**config.mk**
```make
export PLATFORM = sky130hd
export DESIGN_NAME = prince_rand_source
export DESIGN_NICKNAME = d
export VERILOG_FILES = /design/src/rtl/prince_rand_pkg.sv /design/src/rtl/prince_rand_source_lfsr47_adv47.sv /design/src/rtl/prince_rand_source.sv
export SDC_FILE = /design/constraint.sdc
export NUM_CORES = 1
export LEC_CHECK = 0
export CAP_MARGIN = 0
export CORE_UTILIZATION = 54
export CTS_CLUSTER_DIAMETER = 50
export CTS_CLUSTER_SIZE = 10
export DETAILED_ROUTE_END_ITERATION = 10
export GPL_TIMING_DRIVEN = 0
export PLACE_DENSITY = 0.92
export SYNTH_ARGS = -nofsm -noshare
export SYNTH_HDL_FRONTEND = slang
export SYNTH_HIERARCHICAL = 1
export SYNTH_SLANG_ARGS = --single-unit
export TNS_END_PERCENT = 10
```
**constraint.sdc**
```tcl
create_clock -name clk -period 3.6 [get_ports clk]
set_input_delay 0.36 -clock clk [delete_from_list [all_inputs] [get_ports clk]]
set_output_delay 0.36 -clock clk [all_outputs]
set_load 0.03 [all_outputs]
```
**src/rtl/prince_rand_pkg.sv**
```systemverilog
// Shared constants, zero-seed fix values and FSM encoding for the PRINCE
// fresh-randomness source.
package prince_rand_pkg;

  localparam int N_LANE = 4;
  localparam int LANE_W = 47;
  localparam int RAND_W = N_LANE * LANE_W;

  // Feedback taps of x^47 + x^5 + 1 in the left-shifting lane register
  localparam int TAP_HI = 46;
  localparam int TAP_LO = 4;

  localparam logic [LANE_W-1:0] LANE_0_FIX = 47'h1;
  localparam logic [LANE_W-1:0] LANE_1_FIX = 47'h2;
  localparam logic [LANE_W-1:0] LANE_2_FIX = 47'h3;
  localparam logic [LANE_W-1:0] LANE_3_FIX = 47'h4;

  typedef enum logic [1:0] {
    UNSEEDED  = 2'd0,
    WARMUP    = 2'd1,
    RUN       = 2'd2,
    EXHAUSTED = 2'd3
  } state_e;

  function automatic logic [LANE_W-1:0] lane_fix(input logic [1:0] k);
    case (k)
      2'd0:    return LANE_0_FIX;
      2'd1:    return LANE_1_FIX;
      2'd2:    return LANE_2_FIX;
      default: return LANE_3_FIX;
    endcase
  endfunction

endpackage

```
**src/rtl/prince_rand_source_lfsr47_adv47.sv**
```systemverilog
// One lane of the randomness source: 47 Fibonacci LFSR steps unrolled into a
// single combinational advance, so a lane never reuses a delivered bit.
module lfsr47_adv47
  import prince_rand_pkg::*;
(
  input  logic [LANE_W-1:0] lane_i,
  output logic [LANE_W-1:0] lane_o
);

  logic [LANE_W-1:0] work;

  always_comb begin
    work = lane_i;
    for (int i = 0; i < LANE_W; i++) begin
      work = {work[LANE_W-2:0], work[TAP_HI] ^ work[TAP_LO]};
    end
    lane_o = work;
  end

endmodule

```
**src/rtl/prince_rand_source.sv**
```systemverilog
// Producer of the 188-bit fresh-randomness word for the masked PRINCE datapath.
// Optional lane-0 repeat / zero-lane health monitor: define PRINCE_RAND_HEALTH_EN.
module prince_rand_source
  import prince_rand_pkg::*;
#(
  parameter int unsigned WARMUP_CYC   = 8,
  parameter int unsigned RESEED_LIMIT = 1048576,
  parameter int unsigned CNT_W        = 21
) (
  input  logic              clk,
  input  logic              rst_n,
  input  logic [RAND_W-1:0] seed_i,
  input  logic              seed_load_i,
  output logic [RAND_W-1:0] rnd_o,
  output logic              rnd_valid_o,
  input  logic              rnd_ready_i,
  output logic              reseed_req_o,
  output logic              busy_o
`ifdef PRINCE_RAND_HEALTH_EN
  ,
  output logic              health_err_o
`endif
);

  localparam int unsigned WCNT_W = (WARMUP_CYC > 1) ? $clog2(WARMUP_CYC) : 1;
  localparam logic [WCNT_W-1:0] WARM_LAST = WCNT_W'(WARMUP_CYC - 1);
  localparam logic [CNT_W-1:0]  CNT_LIMIT = CNT_W'(RESEED_LIMIT);

  state_e              state_q, state_d;
  logic [RAND_W-1:0]   lanes_q, lanes_d;
  logic [RAND_W-1:0]   lanes_adv;
  logic [RAND_W-1:0]   seed_fix;
  logic [WCNT_W-1:0]   warm_cnt_q, warm_cnt_d;
  logic [CNT_W-1:0]    word_cnt_q, word_cnt_d;
  logic                handshake;
  logic                health_block;

  for (genvar k = 0; k < N_LANE; k++) begin : g_lane
    lfsr47_adv47 u_adv (
      .lane_i (lanes_q[k*LANE_W +: LANE_W]),
      .lane_o (lanes_adv[k*LANE_W +: LANE_W])
    );

    // An all-zero slice would lock the LFSR, so it is replaced by a fixed value
    assign seed_fix[k*LANE_W +: LANE_W] =
      (seed_i[k*LANE_W +: LANE_W] == '0) ? lane_fix(2'(k))
                                         : seed_i[k*LANE_W +: LANE_W];
  end

  assign rnd_valid_o  = (state_q == RUN) && !health_block;
  assign handshake    = rnd_valid_o && rnd_ready_i;
  assign rnd_o        = lanes_q;
  assign reseed_req_o = (state_q == EXHAUSTED);
  assign busy_o       = (state_q == WARMUP);

  always_comb begin
    state_d    = state_q;
    lanes_d    = lanes_q;
    warm_cnt_d = warm_cnt_q;
    word_cnt_d = word_cnt_q;
    // A seed load wins over a coincident handshake; that word is dropped
    if (seed_load_i) begin
      lanes_d    = seed_fix;
      warm_cnt_d = '0;
      word_cnt_d = '0;
      state_d    = WARMUP;
    end else begin
      case (state_q)
        WARMUP: begin
          lanes_d    = lanes_adv;
          warm_cnt_d = warm_cnt_q + 1'b1;
          if (warm_cnt_q == WARM_LAST) begin
            warm_cnt_d = '0;
            word_cnt_d = '0;
            state_d    = RUN;
          end
        end
        RUN: begin
          if (handshake) begin
            lanes_d    = lanes_adv;
            word_cnt_d = word_cnt_q + 1'b1;
            if (word_cnt_d == CNT_LIMIT) begin
              state_d = EXHAUSTED;
            end
          end
        end
        default: ;
      endcase
    end
  end

  always_ff @(posedge clk or negedge rst_n) begin
    if (!rst_n) begin
      state_q    <= UNSEEDED;
      lanes_q    <= '0;
      warm_cnt_q <= '0;
      word_cnt_q <= '0;
    end else begin
      state_q    <= state_d;
      lanes_q    <= lanes_d;
      warm_cnt_q <= warm_cnt_d;
      word_cnt_q <= word_cnt_d;
    end
  end

`ifdef PRINCE_RAND_HEALTH_EN
  logic [LANE_W-1:0] last_lane0_q, last_lane0_d;
  logic              have_last_q, have_last_d;
  logic              health_err_q, health_err_d;
  logic              lane_zero;

  always_comb begin
    lane_zero = 1'b0;
    for (int k = 0; k < N_LANE; k++) begin
      if (lanes_q[k*LANE_W +: LANE_W] == '0) begin
        lane_zero = 1'b1;
      end
    end
    lane_zero = lane_zero && (state_q != UNSEEDED);
  end

  always_comb begin
    last_lane0_d = last_lane0_q;
    have_last_d  = have_last_q;
    health_err_d = health_err_q;
    if (seed_load_i) begin
      last_lane0_d = '0;
      have_last_d  = 1'b0;
      health_err_d = 1'b0;
    end else begin
      if (handshake) begin
        if (have_last_q && (lanes_q[LANE_W-1:0] == last_lane0_q)) begin
          health_err_d = 1'b1;
        end
        last_lane0_d = lanes_q[LANE_W-1:0];
        have_last_d  = 1'b1;
      end
      if (lane_zero) begin
        health_err_d = 1'b1;
      end
    end
  end

  always_ff @(posedge clk or negedge rst_n) begin
    if (!rst_n) begin
      last_lane0_q <= '0;
      have_last_q  <= 1'b0;
      health_err_q <= 1'b0;
    end else begin
      last_lane0_q <= last_lane0_d;
      have_last_q  <= have_last_d;
      health_err_q <= health_err_d;
    end
  end

  assign health_block = health_err_q;
  assign health_err_o = health_err_q;
`else
  assign health_block = 1'b0;
`endif

endmodule

```
==> metrics, run 1 <==
status=finished with violations; violated checks=design-rule violations; Top FF cell, synth=dfrtp_1; hold slack=approximately 0.45 ns; DR pass1 iterations=11; max cap viols=0; H-tree depth=1; Setup Buffers After CTS=0; Critical Path Source Type=flip-flop; hold buffers post-CTS=1; Die X=roughly 170 µm; number of synthesized flops with an enable pin=0; Mapped Cells=1,423; vias in the first global route=roughly 13,000; detailed placement HPWL=around 36,000 µm; GP Congestion=between 0.9 and 1; CTS resizes=0; Final Skew=a little under 0.009 ns; CP Max Fanout=10; RSZ-0062 raised after global routing=no; Mapped Area=14,500 µm²; Area Overhead vs Synth=36.8%; Least-Margin Pin Slew=around 0.96 ns; Starting Density=55.3%; crit path max-delay cell type=a211oi_2; Die H=166 µm; final slew viol count=0; vias=~13,000; n_diodes=0; die area=27,500 µm²; Hold Path Class=input port to async pin; max_slew headroom=35.9%; Syn Area/Cell=approximately 10 µm²; critical path required time=just over 4 ns; CP endpoint kind=flip-flop; WP data arrival=3.70 ns; nets=2,035; Async SR Flop Fraction=100%; first-pass GRT wire length=around 75,000 µm; post-synthesis cell type count=46; Global Route Usage Sum=a little over a third; CP most frequent cell=clkbuf_1; critical path, cell by cell=nand2b_1 > inv_1 > a211oi_2 > clkbuf_1 > clkbuf_1 > buf_2 > nand2_1 > o21ai_0; final wirelength=slightly below 50,000 µm; dominant cell type by area after synthesis=dfrtp_1; Rows=just under 60; final setup fails=0; Wirelength per Cell=22.1 µm; top cells by count, synth=223 x o21ai_0, 214 x dfrtp_1, 214 x nand2_1; largest net degree at the start of global routing=approximately 110; CTS max path bufs=3; max incr delay on CP=0.81 ns; DR iter-0 viols=roughly 1,100; Seq/Total Area, Yosys=about 37%; Via density=5.97; grt ovf=0; Mapped Nets=roughly 1,600; residual DRC count=30; most frequent cell after synthesis=o21ai_0; IO Port Bufs=~380; Worst-Skew Late Latency=~0.54 ns; antenna-violating nets left=0; clock slew at reported path FFs=0.06 ns; CTS tree=built; # fillers=1,742; Fin. Hold Viols=0; #FFs+latches synth=214; core box area=~26,000 µm²; layout cells sized above 1=approximately 5.1%; Sink Count=about 210; Root Buffer=clkbuf_16; Final period util=between 90% and 100%; synth top area cells=dfrtp_1 37%, mux2i_1 13%, xnor2_1 9.8%; Inserted Clock Buffers=30; critical path type=flip-flop to flip-flop; initial antenna violation count=0; IO Count=roughly 380; maximum clock frequency=approximately 0.31 GHz; Synth Warn #=6; top cell type's share of synthesized area=37.0%; Final min period=~3.2 ns
[critical path: cells and delay by family, from the launching register on]
| kind | cells | cell delay (ns) |
|---|---|---|
| and+or+nand+nor | 2 | 0.32 |
| AOI/OAI and AO/OA | 2 | 0.91 |
| buffers and inverters | 4 | 1.46 |
| DFF | 1 | 0.46 |
[flip-flops by register name (all words and copies together) (netlist names)]
| register | count |
|---|---|
| rnd_o | 188 |
| word_cnt_q | 21 |
| warm_cnt_q | 3 |
| state_q | 2 |
[cells in the final DEF, fill, tap and decap left out, types with 11 or more instances in the layout]
master and instances:
inv_1 35, nor4_1 47, mux2i_1 184, xnor2_1 162, nand2_1 214, dfrtp_1 214
o21ai_0 223, nor2_1 19, buf_2 18, xor2_1 67, clkdlybuf4s50_1 381, xnor3_1 52
clkbuf_16 31, clkbuf_1 62, a21oi_1 11, nand4_1 17
[area by class of cell]
class / count / area (µm²) / area share, %
Multi-Input combinational cell: 1097 / 8680 / 43.8
Tap cell: 335 / 419 / 2.11
Clock buffer: 40 / 860 / 4.34
Buffer: 77 / 319 / 1.61
Inverter: 35 / 131 / 0.663
Clock inverter: 11 / 185 / 0.934
Timing Repair Buffer: 384 / 3870 / 19.5
Sequential cell: 214 / 5360 / 27.0
[worst paths after layout]
check,cells after the start,to,slack [ns],startpoint
hold reg to reg,1,word_cnt_q[14],0.52,word_cnt_q[14]
hold / removal,2,rnd_o[74],0.45,rst_n
setup reg to reg,8,rnd_o[186],0.35,state_q[0]
min in group clk,3,rnd_o[24],0.49,seed_i[24]
max in group asynchronous,3,rnd_o[152],2.06,rst_n
setup / recovery,8,rnd_o[186],0.35,state_q[0]
[layer usage]
layer	share of wire, %	vias to the layer above	track usage (%)
met5	0	-	0
met4	4.7	0	16.4
met3	9.0	156	6.72
met2	47	786	58.0
met1	39	6354	43.9
li1	-	5804	-
[cell families after synthesis]
| family | synth area share [%] |
|---|---|
| AO/OA/AOI/OAI | 9.61 |
| XOR/XNOR | 26.7 |
| adder cells (fa/ha/maj) | 0.346 |
| buffers and inverters | 3.11 |
| flip-flops | 37.0 |
| multiplexers | 12.7 |
| AND/OR/NAND/NOR | 10.5 |
[per-stage QoR]
stage          TNS [ns]  utilization, %  instances  worst slack (ns)  cell area [µm²]
2_1_floorplan         0               -       1423              1.25            14500
3_3_place_gp   -1552.91            71.5       2140             -7.28            18700
3_5_place_dp          0            71.6       2141             0.223            18800
4_1_cts               0            75.6       2193             0.364            19800
5_1_grt               0            75.6       2193             0.141            19800
6_report              0            75.6       2193             0.352            19800
Power of run 1 is not shown: default switching activity piles up to over one toggle a cycle in this logic, so the estimate is an artifact.
==> inputs of run 2 (changes only) <==
--- a/config.mk
+++ b/config.mk
@@ -6,12 +6,12 @@
 export NUM_CORES = 1
 export LEC_CHECK = 0
 export CAP_MARGIN = 0
-export CORE_UTILIZATION = 54
+export CORE_UTILIZATION = 50
 export CTS_CLUSTER_DIAMETER = 50
 export CTS_CLUSTER_SIZE = 10
 export DETAILED_ROUTE_END_ITERATION = 10
 export GPL_TIMING_DRIVEN = 0
-export PLACE_DENSITY = 0.92
+export PLACE_DENSITY = 0.86
 export SYNTH_ARGS = -nofsm -noshare
 export SYNTH_HDL_FRONTEND = slang
 export SYNTH_HIERARCHICAL = 1
==> constraint.sdc (replaced) <==
create_clock -name clk -period 3.59 [get_ports clk]
set_input_delay 0.359 -clock clk [delete_from_list [all_inputs] [get_ports clk]]
set_output_delay 0.359 -clock clk [all_outputs]
set_load 0.03 [all_outputs]
==> metrics, run 2 (synthesized netlist as in run 1, its figures left out) <==
status=completed; Setup Buffers After CTS=0; CTS resizes=0; # fillers=2,029; final setup fails=0; final slew viol count=0; max reg flops=~190; dpl ws=~0.22 ns; H-tree depth=1; IO Count=around 380; Die H=approximately 170 µm; Global Route Usage Sum=approximately a third; Sink Count=approximately 210; first-pass GRT wire length=around 73,000 µm; die area=slightly below 30,000 µm²; hold buffers post-CTS=1; vias in the first global route=between 10,000 and 15,000; antenna-violating nets left=0; Worst-Skew Late Latency=~0.55 ns; Root Buffer=clkbuf_16; initial antenna violation count=2; grt ovf=0; WP data arrival=around 3.6 ns; Final min period=3.17 ns; DP Cell Count=roughly 2,200; hold slack=~0.43 ns; Highest Signal Layer=met4; final wirelength=48,200 µm; nets=2,035; Wirelength per Cell=21.5 µm; critical path required time=around 4 ns; Hold Path Class=input port to async pin; Die X=approximately 170 µm; detailed placement HPWL=~36,000 µm; maximum clock frequency=~0.32 GHz; final worst slack=0.418 ns; CTS tree=built; residual DRC count=0; CTS max path bufs=3; max cap viols=0; max_slew headroom=a little under 6%; Starting Density=between 50% and 60%; Met2 Wirelength=approximately 23,000 µm; Multi-input gate area=~8700 µm²; CP Max Fanout=10; Final Skew=about 0.0093 ns; Fin. Hold Viols=0; R2R Path Start=state_q[0]; GP Congestion=between 0.9 and 1; most frequent cells in the layout=381 x clkdlybuf4s50_1, 223 x o21ai_0, 214 x nand2_1, 214 x dfrtp_1, 184 x mux2i_1; Least-Margin Pin Slew=1.40 ns; CP endpoint kind=flip-flop; Rows=between 60 and 70; Final Util=between 70% and 80%; largest net degree at the start of global routing=~110; Finished Layout Cells=~2,200; Via density=a little under 6; vias=13,000; DR iter-0 viols=about 1,100; most common cell after layout, fill and taps aside=clkdlybuf4s50_1; layout cells sized above 1=between 4 and 5%; IO Port Bufs=382; met3 wire length=around 4100 µm; wl on met1=19,000 µm; DR pass1 iterations=5; core box area=~28,000 µm²; Final period util=88.4%; clock slew at reported path FFs=0.06 ns; RSZ-0062 raised after global routing=no; Area Overhead vs Synth=36.5%; Critical Path Source Type=flip-flop; critical path type=flip-flop to flip-flop; crit path from=state_q[0]; Inserted Clock Buffers=30; FF/Latch Area=between 5000 and 6000 µm²
run 2: worst max-delay path, stage by stage (launching register included):
cell and delay, ns:
dfrtp_1 0.46, nand2b_1 0.21, inv_1 0.13, a211oi_2 0.71
clkbuf_1 0.51, clkbuf_1 0.50, buf_2 0.37, nand2_1 0.10
o21ai_0 0.08
run 2: per-layer routing:
layer	vias up	global-route usage, %
met3	133	5.72
li1	5816	-
met2	727	53.3
met4	0	15.0
met1	6324	40.6
met5	-	0
run 2: worst paths after layout:
check | to | slack, ns | cells past startpoint
max | rnd_o[89] | 0.42 | 8
min | rnd_o[40] | 0.43 | 2
max in group asynchronous | rnd_o[120] | 2.09 | 3
min reg2reg | word_cnt_q[14] | 0.51 | 1
min in group clk | rnd_o[133] | 0.48 | 3
max reg2reg | rnd_o[89] | 0.42 | 8
run 2: layout make-up:
type | count | area share, %
clock buffers | 37 | 4.14
plain buffers | 77 | 1.61
multi-input cells | 1097 | 43.9
inverters | 35 | 0.665
flip-flops and latches | 214 | 27.1
repair buffers | 384 | 19.6
well taps | 378 | 2.39
diodes | 2 | 0.0253
clock inverters | 12 | 0.614
run 2: stage by stage:
step	TNS, ns	area [µm²]
floorplan	0	14500
global placement	-1540.73	18800
detailed placement	0	18800
CTS	0	19800
global route	0	19800
finish	0	19800
Power of run 2 is left out for the same reason.
==> inputs of run 3 (changes only) <==
--- a/config.mk
+++ b/config.mk
@@ -6,12 +6,14 @@
 export NUM_CORES = 1
 export LEC_CHECK = 0
 export CAP_MARGIN = 0
-export CORE_UTILIZATION = 50
+export CELL_PAD_IN_SITES_DETAIL_PLACEMENT = 1
+export CELL_PAD_IN_SITES_GLOBAL_PLACEMENT = 1
+export CORE_UTILIZATION = 38
 export CTS_CLUSTER_DIAMETER = 50
 export CTS_CLUSTER_SIZE = 10
 export DETAILED_ROUTE_END_ITERATION = 10
 export GPL_TIMING_DRIVEN = 0
-export PLACE_DENSITY = 0.86
+export PLACE_DENSITY_LB_ADDON = 0.1
 export SYNTH_ARGS = -nofsm -noshare
 export SYNTH_HDL_FRONTEND = slang
 export SYNTH_HIERARCHICAL = 1
==> metrics, run 3 (synthesized netlist as in run 1, its figures left out) <==
clock slew at reported path FFs=about 0.05 ns; Finished Layout Cells=~2,400; max_slew headroom=38.2%; setup TNS=0 ns; Final period util=between 90 and 100%; final slew viol count=0; worst r2r path cells=8; Critical Path Source Type=flip-flop; DR pass1 iterations=5; Hold Path Class=input port to async pin; met3 wire length=approximately 3000 µm; Least-Margin Pin Slew=between 0.9 and 1 ns; Starting Density=between 30% and 40%; Highest Signal Layer=met4; wl on met1=between 20,000 and 25,000 µm; CP endpoint kind=flip-flop; Wirelength per Cell=roughly 23 µm; Met2 Wirelength=~26,000 µm; Area Overhead vs Synth=40.4%; IO Count=between 300 and 400; layout cells sized above 1=6.08%; Final min period=3.33 ns; Die H=between 150 and 200 µm; Rows=71; final wirelength=54,400 µm; Global Route Usage Sum=28.1%; max reg flops=around 190; hold slack=~0.33 ns; Inserted Clock Buffers=37; residual DRC count=0; RR Endpoint=rnd_o[95]; status=completed; vias=around 13,000; Worst-Skew Late Latency=0.55 ns; vias in the first global route=roughly 14,000; maximum clock frequency=roughly 0.3 GHz; CTS max path bufs=3; core box area=37,600 µm²; H-tree depth=2; WP data arrival=~3.8 ns; most frequent cells in the layout=381 x clkdlybuf4s50_1, 223 x o21ai_0, 214 x nand2_1, 214 x dfrtp_1, 184 x mux2i_1; max cap viols=0; critical path type=flip-flop to flip-flop; initial antenna violation count=0; R2R Path Start=state_q[0]; detailed placement HPWL=40,900 µm; Fin. Hold Viols=0; Root Buffer=clkbuf_16; n_diodes=0; first-pass GRT wire length=approximately 83,000 µm; Via density=about 5.3; critical path required time=about 4.0 ns; DR iter-0 viols=about 440; most common cell after layout, fill and taps aside=clkdlybuf4s50_1; GP Congestion=0.832; die area=38,900 µm²; Setup Buffers After CTS=0; RSZ-0062 raised after global routing=no; grt ovf=0; antenna-violating nets left=0; IO Port Bufs=382; R2R setup slack=between 0.2 and 0.3 ns; Sink Count=around 210; largest net degree at the start of global routing=86; final setup fails=0; Die X=197 µm; CTS tree=built; DP Cell Count=~2,300; nets=2,043; CP Max Fanout=10; Final Skew=between 0.015 and 0.02 ns
[run 3: layout make-up]
cell class	instances	area (µm²)
Fill cell	4116	17200
Multi-Input combinational cell	1097	8690
Sequential cell	214	5360
Timing Repair Buffer	385	3890
Clock buffer	46	1050
Tap cell	511	639
Buffer	77	319
Clock inverter	21	249
Inverter	35	131
[run 3: what timing repair did]
action | CTS | global route
hold buffers | 1 | 0
setup endpoints to repair | 1 | 0
hold endpoints to repair | 45 | 0
gates resized for setup | 1 | 0
[run 3: per-layer routing]
metal  vias to the layer above  GRT usage, %
li1                       5828             -
met1                      6411          36.2
met2                       415          48.0
met3                        82          4.56
met4                         0          8.96
met5                         -             0
[run 3: critical path: stages (launching register included)]
cell      delay [ns]
dfrtp_1         0.46
nand2b_1        0.23
inv_1           0.16
a211oi_4        0.61
clkbuf_1        0.56
clkbuf_1        0.59
buf_2           0.40
nand2_1         0.11
o21ai_0         0.10
[run 3: metrics by stage]
stage | utilization (%) | worst slack [ns] | area, µm²
4_1_cts | 54.1 | 0.209 | 20300
3_5_place_dp | 50.6 | -0.0220 | 19000
3_3_place_gp | 50.4 | -8.10 | 18900
5_1_grt | 54.1 | 0.0688 | 20300
6_report | 54.1 | 0.263 | 20300
2_1_floorplan | - | 1.24 | 14500
[run 3: worst max-delay path by stage]
stage / start / endpoint / slack [ns] / depth (start not counted)
finish: state_q[0] / rnd_o[95] / 0.26 / 8
global route: state_q[0] / rnd_o[95] / 0.07 / 8
CTS: state_q[0] / rnd_o[95] / 0.21 / 8
detailed placement: seed_load_i / rnd_o[95] / -0.02 / 7
global placement: rst_n / rnd_o[109] / -8.10 / 1
floorplan: warm_cnt_q[0] / state_q[0] / 1.24 / 8
Power of run 3 is left out for the same reason.
